File: src/rtl/bip_loader_pkg.sv
// Shared types and constants for the BIP host-side loader/run controller.
package bip_loader_pkg;

  typedef enum logic [2:0] {
    ST_IDLE,
    ST_LEN_LO,
    ST_LEN_HI,
    ST_INSTR_LO,
    ST_INSTR_HI,
    ST_RUN,
    ST_REPORT
  } state_t;

  localparam logic [7:0] STATUS_DONE    = 8'h00;
  localparam logic [7:0] STATUS_TIMEOUT = 8'h01;

  localparam int LEN_HEADER_BYTES = 2;

  // Report is one status byte followed by the cycle count, LSB first.
  function automatic int report_bytes(input int cycle_bits);
    return cycle_bits / 8 + 1;
  endfunction

endpackage

File: src/rtl/byte_tx_serializer.sv
// Shifts a loaded multi-byte word out LSB-first over a valid/ready byte link
// and pulses finished on the handshake of the final byte.
module byte_tx_serializer #(
  parameter int BYTES = 5
) (
  input  logic               clk,
  input  logic               rst,
  input  logic               load,
  input  logic [8*BYTES-1:0] load_word,
  output logic [7:0]         tx_data,
  output logic               tx_valid,
  input  logic               tx_ready,
  output logic               finished
);

  localparam int CW = $clog2(BYTES + 1);

  logic [8*BYTES-1:0] shift_reg;
  logic [CW-1:0]      left_reg;
  logic               fire;

  assign fire     = tx_valid && tx_ready;
  assign finished = fire && (left_reg == CW'(1));
  assign tx_data  = shift_reg[7:0];

  always_ff @(posedge clk) begin
    if (!rst) begin
      shift_reg <= '0;
      left_reg  <= '0;
      tx_valid  <= 1'b0;
    end else if (load) begin
      shift_reg <= load_word;
      left_reg  <= CW'(BYTES);
      tx_valid  <= 1'b1;
    end else if (fire) begin
      shift_reg <= shift_reg >> 8;
      left_reg  <= left_reg - CW'(1);
      tx_valid  <= (left_reg != CW'(1));
    end
  end

endmodule

File: src/rtl/bip_run_controller.sv
// Loads a BIP program from a host byte stream, runs the core under a cycle
// counter/watchdog, then reports status and cycle count back to the host.
module bip_run_controller
  import bip_loader_pkg::*;
#(
  parameter int ADDRESS_BITS = 11,
  parameter int DATA_BITS    = 16,
  parameter int CYCLE_BITS   = 32
) (
  input  logic                    clk,
  input  logic                    rst,
  input  logic                    i_start,
  input  logic [7:0]              i_rx_data,
  input  logic                    i_rx_valid,
  output logic                    o_rx_ready,
  output logic [7:0]              o_tx_data,
  output logic                    o_tx_valid,
  input  logic                    i_tx_ready,
  input  logic                    i_bip_done,
  output logic                    o_bip_rst,
  output logic                    o_prog_we,
  output logic [ADDRESS_BITS-1:0] o_prog_addr,
  output logic [DATA_BITS-1:0]    o_prog_data,
  output logic [CYCLE_BITS-1:0]   o_cycle_count,
  output logic                    o_busy
);

  localparam int REPORT_BYTES = report_bytes(CYCLE_BITS);
  localparam int LW           = ADDRESS_BITS + 1;
  localparam logic [LW-1:0] LEN_LIMIT = LW'(1) << ADDRESS_BITS;
  // One below the all-ones limit: the increment from here lands on the limit.
  localparam logic [CYCLE_BITS-1:0] WATCHDOG_LAST = ~CYCLE_BITS'(1);

  state_t                  state_reg, state_next;
  logic [7:0]              lo_reg;
  logic [LW-1:0]           left_reg;
  logic [ADDRESS_BITS-1:0] index_reg;
  logic [CYCLE_BITS-1:0]   count_next;
  logic [7:0]              status_next;
  logic [15:0]             len_word;
  logic [LW-1:0]           len_clamped;
  logic rx_fire, counting, timeout, load_report, tx_finished;
  logic rx_ready_next, bip_rst_next, busy_next;

  assign rx_fire     = i_rx_valid && o_rx_ready;
  assign len_word    = {i_rx_data, lo_reg};
  assign len_clamped = (len_word > 16'(LEN_LIMIT)) ? LEN_LIMIT : len_word[LW-1:0];

  // Cycles are only counted once the core is actually out of reset.
  assign counting    = (state_reg == ST_RUN) && o_bip_rst;
  assign timeout     = counting && !i_bip_done && (o_cycle_count == WATCHDOG_LAST);
  assign count_next  = (counting && !i_bip_done) ? o_cycle_count + CYCLE_BITS'(1) : o_cycle_count;
  assign status_next = i_bip_done ? STATUS_DONE : STATUS_TIMEOUT;
  assign load_report = (state_reg == ST_RUN) && (state_next == ST_REPORT);

  always_ff @(posedge clk) begin
    if (!rst) state_reg <= ST_IDLE;
    else      state_reg <= state_next;
  end

  always_comb begin
    state_next = state_reg;
    case (state_reg)
      ST_IDLE:     if (i_start) state_next = ST_LEN_LO;
      ST_LEN_LO:   if (rx_fire) state_next = ST_LEN_HI;
      ST_LEN_HI:   if (rx_fire) state_next = (len_clamped == '0) ? ST_RUN : ST_INSTR_LO;
      ST_INSTR_LO: if (rx_fire) state_next = ST_INSTR_HI;
      ST_INSTR_HI: if (rx_fire) state_next = (left_reg == LW'(1)) ? ST_RUN : ST_INSTR_LO;
      ST_RUN:      if (counting && (i_bip_done || timeout)) state_next = ST_REPORT;
      ST_REPORT:   if (tx_finished) state_next = ST_IDLE;
      default:     state_next = ST_IDLE;
    endcase
  end

  // The first RUN cycle keeps the core in reset so release trails the last write.
  always_comb begin
    rx_ready_next = state_next inside {ST_LEN_LO, ST_LEN_HI, ST_INSTR_LO, ST_INSTR_HI};
    bip_rst_next  = (state_reg == ST_RUN) && (state_next == ST_RUN);
    busy_next     = (state_next != ST_IDLE);
  end

  always_ff @(posedge clk) begin
    if (!rst) begin
      o_rx_ready    <= 1'b0;
      o_bip_rst     <= 1'b0;
      o_busy        <= 1'b0;
      o_prog_we     <= 1'b0;
      o_prog_addr   <= '0;
      o_prog_data   <= '0;
      o_cycle_count <= '0;
      lo_reg        <= '0;
      left_reg      <= '0;
      index_reg     <= '0;
    end else begin
      o_rx_ready <= rx_ready_next;
      o_bip_rst  <= bip_rst_next;
      o_busy     <= busy_next;
      o_prog_we  <= 1'b0;
      if ((state_reg == ST_IDLE) && i_start) begin
        o_cycle_count <= '0;
        index_reg     <= '0;
        o_prog_addr   <= '0;
      end else begin
        o_cycle_count <= count_next;
      end
      if (rx_fire) begin
        case (state_reg)
          ST_LEN_LO, ST_INSTR_LO: lo_reg <= i_rx_data;
          ST_LEN_HI:              left_reg <= len_clamped;
          ST_INSTR_HI: begin
            o_prog_we   <= 1'b1;
            o_prog_addr <= index_reg;
            o_prog_data <= DATA_BITS'({i_rx_data, lo_reg});
            index_reg   <= index_reg + ADDRESS_BITS'(1);
            left_reg    <= left_reg - LW'(1);
          end
          default: ;
        endcase
      end
    end
  end

  byte_tx_serializer #(.BYTES(REPORT_BYTES)) tx_ser (
    .clk       (clk),
    .rst       (rst),
    .load      (load_report),
    .load_word ({count_next, status_next}),
    .tx_data   (o_tx_data),
    .tx_valid  (o_tx_valid),
    .tx_ready  (i_tx_ready),
    .finished  (tx_finished)
  );

endmodule

File: config.mk
export PLATFORM = sky130hd
export DESIGN_NAME = bip_run_controller
export DESIGN_NICKNAME = d
export VERILOG_FILES = /design/src/rtl/bip_loader_pkg.sv /design/src/rtl/byte_tx_serializer.sv /design/src/rtl/bip_run_controller.sv
export SDC_FILE = /design/constraint.sdc
export NUM_CORES = 1
export LEC_CHECK = 0
export CORE_MARGIN = 2
export CORE_UTILIZATION = 55
export CTS_BUF_LIST = sky130_fd_sc_hd__clkbuf_4 sky130_fd_sc_hd__clkbuf_8
export CTS_CLUSTER_SIZE = 8
export DETAILED_ROUTE_END_ITERATION = 10
export PLACE_DENSITY = 0.81
export SETUP_SLACK_MARGIN = 0.3
export SYNTH_ARGS = -nofsm -noshare
export SYNTH_HDL_FRONTEND = slang
export SYNTH_HIERARCHICAL = 1
export SYNTH_SLANG_ARGS = --single-unit
export TNS_END_PERCENT = 100
File: constraint.sdc
create_clock -name clk -period 6.59 [get_ports clk]
set_clock_uncertainty 0.15 [all_clocks]
set_input_delay 0.659 -clock clk [delete_from_list [all_inputs] [get_ports clk]]
set_output_delay 0.659 -clock clk [all_outputs]
set_load 0.005 [all_outputs]
==> results.py <==
metrics = {
    "synth": {
        "synthDominantAreaCellType": "dfxtp_1",
        "adder_cell_share_of_the_synthesized_area_pct": 1.36,
        "synth_xor_xnor_area_share_pct": 4.64,
        "synth_simple_gate_area_share_pct": 22.5,
        "netlist_instances": 740,
        "synthesis.area_per_instance_sq_um": 8.67,
        "synth.mux.area_fraction_pct": 5.50,
        "synth_edf_count": 0,
        "yosys.area.top_type_share_pct": 44.0,
        "ys_seq_elements": 141,
        "post_synth_instance_area_sq_mm": 0.00642,
        "synthDistinctLibCells": 56,
        "synth_top_family_by_area": "simple AND/OR/NAND/NOR gates",
        "yosysWarnings": 6,
        "ys_async_sr_fraction_pct": 0,
        "synth_compound_gate_area_share_pct": 17.1,
        "post_synth_top_flop": "dfxtp_1",
        "ys_seq_area_share_pct": 44.0,
        "synth.area.top_cells": "dfxtp_1 (44%), a21oi_1 (6.2%), nand2_1 (5.4%), mux2i_1 (5.1%), o21ai_0 (3.7%)",
    },
    "layout": {
        "nFillCells": 934,
        "layout.cell_area.non_filler_sq_mm": 0.00777,
        "n_antenna_cell": 0,
        "layout-area-overhead-vs-synth_pct": 21.1,
        "final_layout_size_suffix_gt1_share_pct": 6.24,
        "largest_register_ffs": 40,
        "nets": 825,
        "final_core_util_pct": 68.1,
    },
    "clock_tree": {
        "cts_buffer_depth": 2,
        "clkLatencyLatePin_ps": 460,
        "htreeDepth": 4,
        "cts.repair.resized": 0,
        "post_cts_hold_buffer_count": 0,
        "cts.clk_slew.worst_paths_ps": 80,
        "cts.sinks": 141,
        "cts_inserted_buffers": 17,
        "cts_tree": "done",
        "cts_post_setup_buffers_inserted": 0,
        "clockRootBuffer": "clkbuf_8",
    },
    "drt": {
        "drc_violation_total_after_the_first_tritonroute_iteration": 350,
        "finalWirelength_um": 16300,
        "vias_per_cell": 5.94,
        "num_vias": 5701,
        "antenna_violating_nets_post_route": 0,
        "drc": 0,
        "drt_pre_antenna_iters": 5,
        "average_routed_wire_per_standard_cell_um": 17.0,
    },
    "sta": {
        "min_period_over_period_pct": 54.6,
        "maxClockFrequency_mhz": 278,
        "worst_margin_slew_ps": 859,
        "timing_max_transition_violations_final": 0,
        "worst_slew_margin_rel_pct": 42.6,
        "fin_tns_setup_ps": 0,
        "grt_setup_unrepaired": "no",
        "count_of_final_hold_check_violations": 0,
        "finalWorstSetupSlack_ps": 2990,
        "fin_crit_ps": 3600,
        "setup_viol": 0,
    },
    "setup_path": {
        "cp_cell_instances": "nand4_1 > nor4_1 > a31oi_1 > nor2_1 > inv_1 > buf_4 > o21ai_0 > a21oi_1",
        "critical_path.max_stage_delay_ps": 620,
        "critPathCaptureType": "flip-flop",
        "worst_path_max_delay_cell": "inv_1",
        "worstReg2RegStart": "o_cycle_count[5]$_SDFF_PP0_",
        "crit_arrival_ps": 3770,
        "crit_start": "o_cycle_count[5]$_SDFF_PP0_",
        "critPathLaunchType": "flip-flop",
        "critPathKind": "reg2reg",
        "maximum_fanout_along_the_worst_path": 42,
        "cp.required_ps": 6770,
    },
    "grt": {
        "grt_first_pass_wirelength_um": 26500,
        "grtUsageTotal_pct": 26.1,
        "first_global_vias": 5406,
        "overflow_left_after_global_routing": 0,
        "initial_antenna_violation_count": 0,
        "largest_net_degree_at_the_start_of_global_routing": 56,
    },
    "status": {
        "status": "complete, no violations",
    },
    "floorplan": {
        "die_x_um": 112,
        "initial_utilization_pct": 56.2,
        "number_of_i_o_pins": 86,
        "core_sq_mm": 0.0114,
        "floorplan.die_area_sq_mm": 0.0126,
        "core.rowCount": 39,
        "die-height_um": 112,
    },
    "power": {
        "p_leak_nw": 2.74,
        "maximum_resistive_drop_on_vdd_mv": 0.181,
        "power_per_cell_area_mw_per_mm2": 235,
    },
    "placement": {
        "place_area_sq_mm": 0.00726,
        "detailedPlacementHpwl_um": 11600,
        "place_worst_setup_slack_ps": 3180,
        "place_congestion": 0.891,
        "portBuffers": 85,
    },
    "min_path": {
        "hold_start": "o_prog_data[6]$_SDFFE_PN0P_",
        "hp-class": "reg2reg",
    },
    "run": {
        "maxCapViolations": 0,
    },
}
-- cell type report --
cell class / instances / area [sq um] / area share, %
sequential: 141 / 2820 / 36.3
inverter: 11 / 41.3 / 0.531
multi-input combinational: 540 / 3310 / 42.5
timing repair buffer: 93 / 911 / 11.7
clock inverter: 14 / 265 / 3.41
clock buffer: 18 / 248 / 3.19
tap: 143 / 179 / 2.30
-- power breakdown --
group	total [W]	internal (W)	leakage (nW)	switching [W]
sequential	0.000870	0.000858	1.14	0.0000118
clock	0.000875	0.000538	0.249	0.000337
combinational	0.0000845	0.0000330	1.35	0.0000515
-- kinds of logic (layout without fill, tap and decap cells) --
logic type,count (synthesis),in the layout
buffers and inverters,65,136
xor gates and xnor gates,34,34
other,1,7
AOI/OAI and AO/OA,185,185
and+or+nand+nor,272,272
muxes,35,35
adders and majority gates,7,7
DFF,141,141
-- through the flow --
step | cells | hold WS, ps | total power, W
final | 960 | 312 | 0.00183
after floorplan | 746 | 303 | 0.000941
after detailed placement | 928 | 299 | 0.000972
after CTS | 960 | 313 | 0.00184
after global placement | 928 | 297 | 0.000970
after global routing | 960 | 341 | 0.00189
-- layout by cell type, fill, tap and decap left out, types with 5 or more instances in the layout --
cell type,synthesis,final
dfxtp_1,141,141
nand2_1,93,93
clkdlybuf4s50_1,0,85
a21oi_1,79,79
o21ai_0,47,47
mux2i_1,33,33
nor2b_1,32,32
nand3_1,31,31
xnor2_1,19,19
clkbuf_8,0,18
nor2_1,17,17
xor2_1,15,15
and3_1,14,14
nand4_1,14,14
nor3_1,14,14
a21boi_0,12,12
inv_1,11,11
a22o_1,11,11
nor4_1,10,10
and2_1,8,8
buf_4,9,8
o31ai_1,7,7
ha_1,7,7
bufinv_16,0,7
conb_1,1,7
a31oi_1,6,6
or3_1,5,5
or4_1,5,5
-- layer usage --
metal | GRT usage, % | share of wire, % | up-vias
met5 | 0 | 0 | -
met4 | 12.4 | 3.0 | 0
met3 | 5.67 | 5.7 | 44
met2 | 45.5 | 50 | 216
met1 | 30.8 | 42 | 2689
li1 | - | - | 2752
-- critical path: cells and delay by family, from the launching register on --
| kind | cells | cell delay, ps |
|---|---|---|
| flip-flops | 1 | 450 |
| buffers and inverters | 2 | 1050 |
| AO/OA/AOI/OAI | 3 | 500 |
| AND/OR/NAND/NOR | 3 | 1290 |
-- Yosys cell counts, types with 4 or more instances --
cell type,count
dfxtp_1,141
nor2_1,17
nor4_1,10
a21boi_0,12
o31ai_1,7
nor2b_1,32
a22o_1,11
or4_1,5
nand3b_1,4
buf_2,7
nand2_1,93
and2_1,8
or3_1,5
and4_1,4
xnor2_1,19
clkbuf_1,32
ha_1,7
mux2i_1,33
nand4b_1,4
a31oi_1,6
nand4_1,14
o21ai_0,47
nand3_1,31
a21oi_1,79
xor2_1,15
buf_4,9
inv_1,11
and3_1,14
nor3_1,14
nor3b_1,4
-- worst paths after layout --
kind | end | slack (ps) | cells after the start
setup / recovery | tx_ser/shift_reg[19]$_SDFFE_PN0P_ | 2990 | 8
hold reg to reg | o_prog_data[6]$_SDFFE_PN0P_ | 310 | 2
setup reg to reg | tx_ser/shift_reg[19]$_SDFFE_PN0P_ | 2990 | 8
hold / removal | o_prog_data[6]$_SDFFE_PN0P_ | 310 | 2
Power figures use the tool's default switching activity.
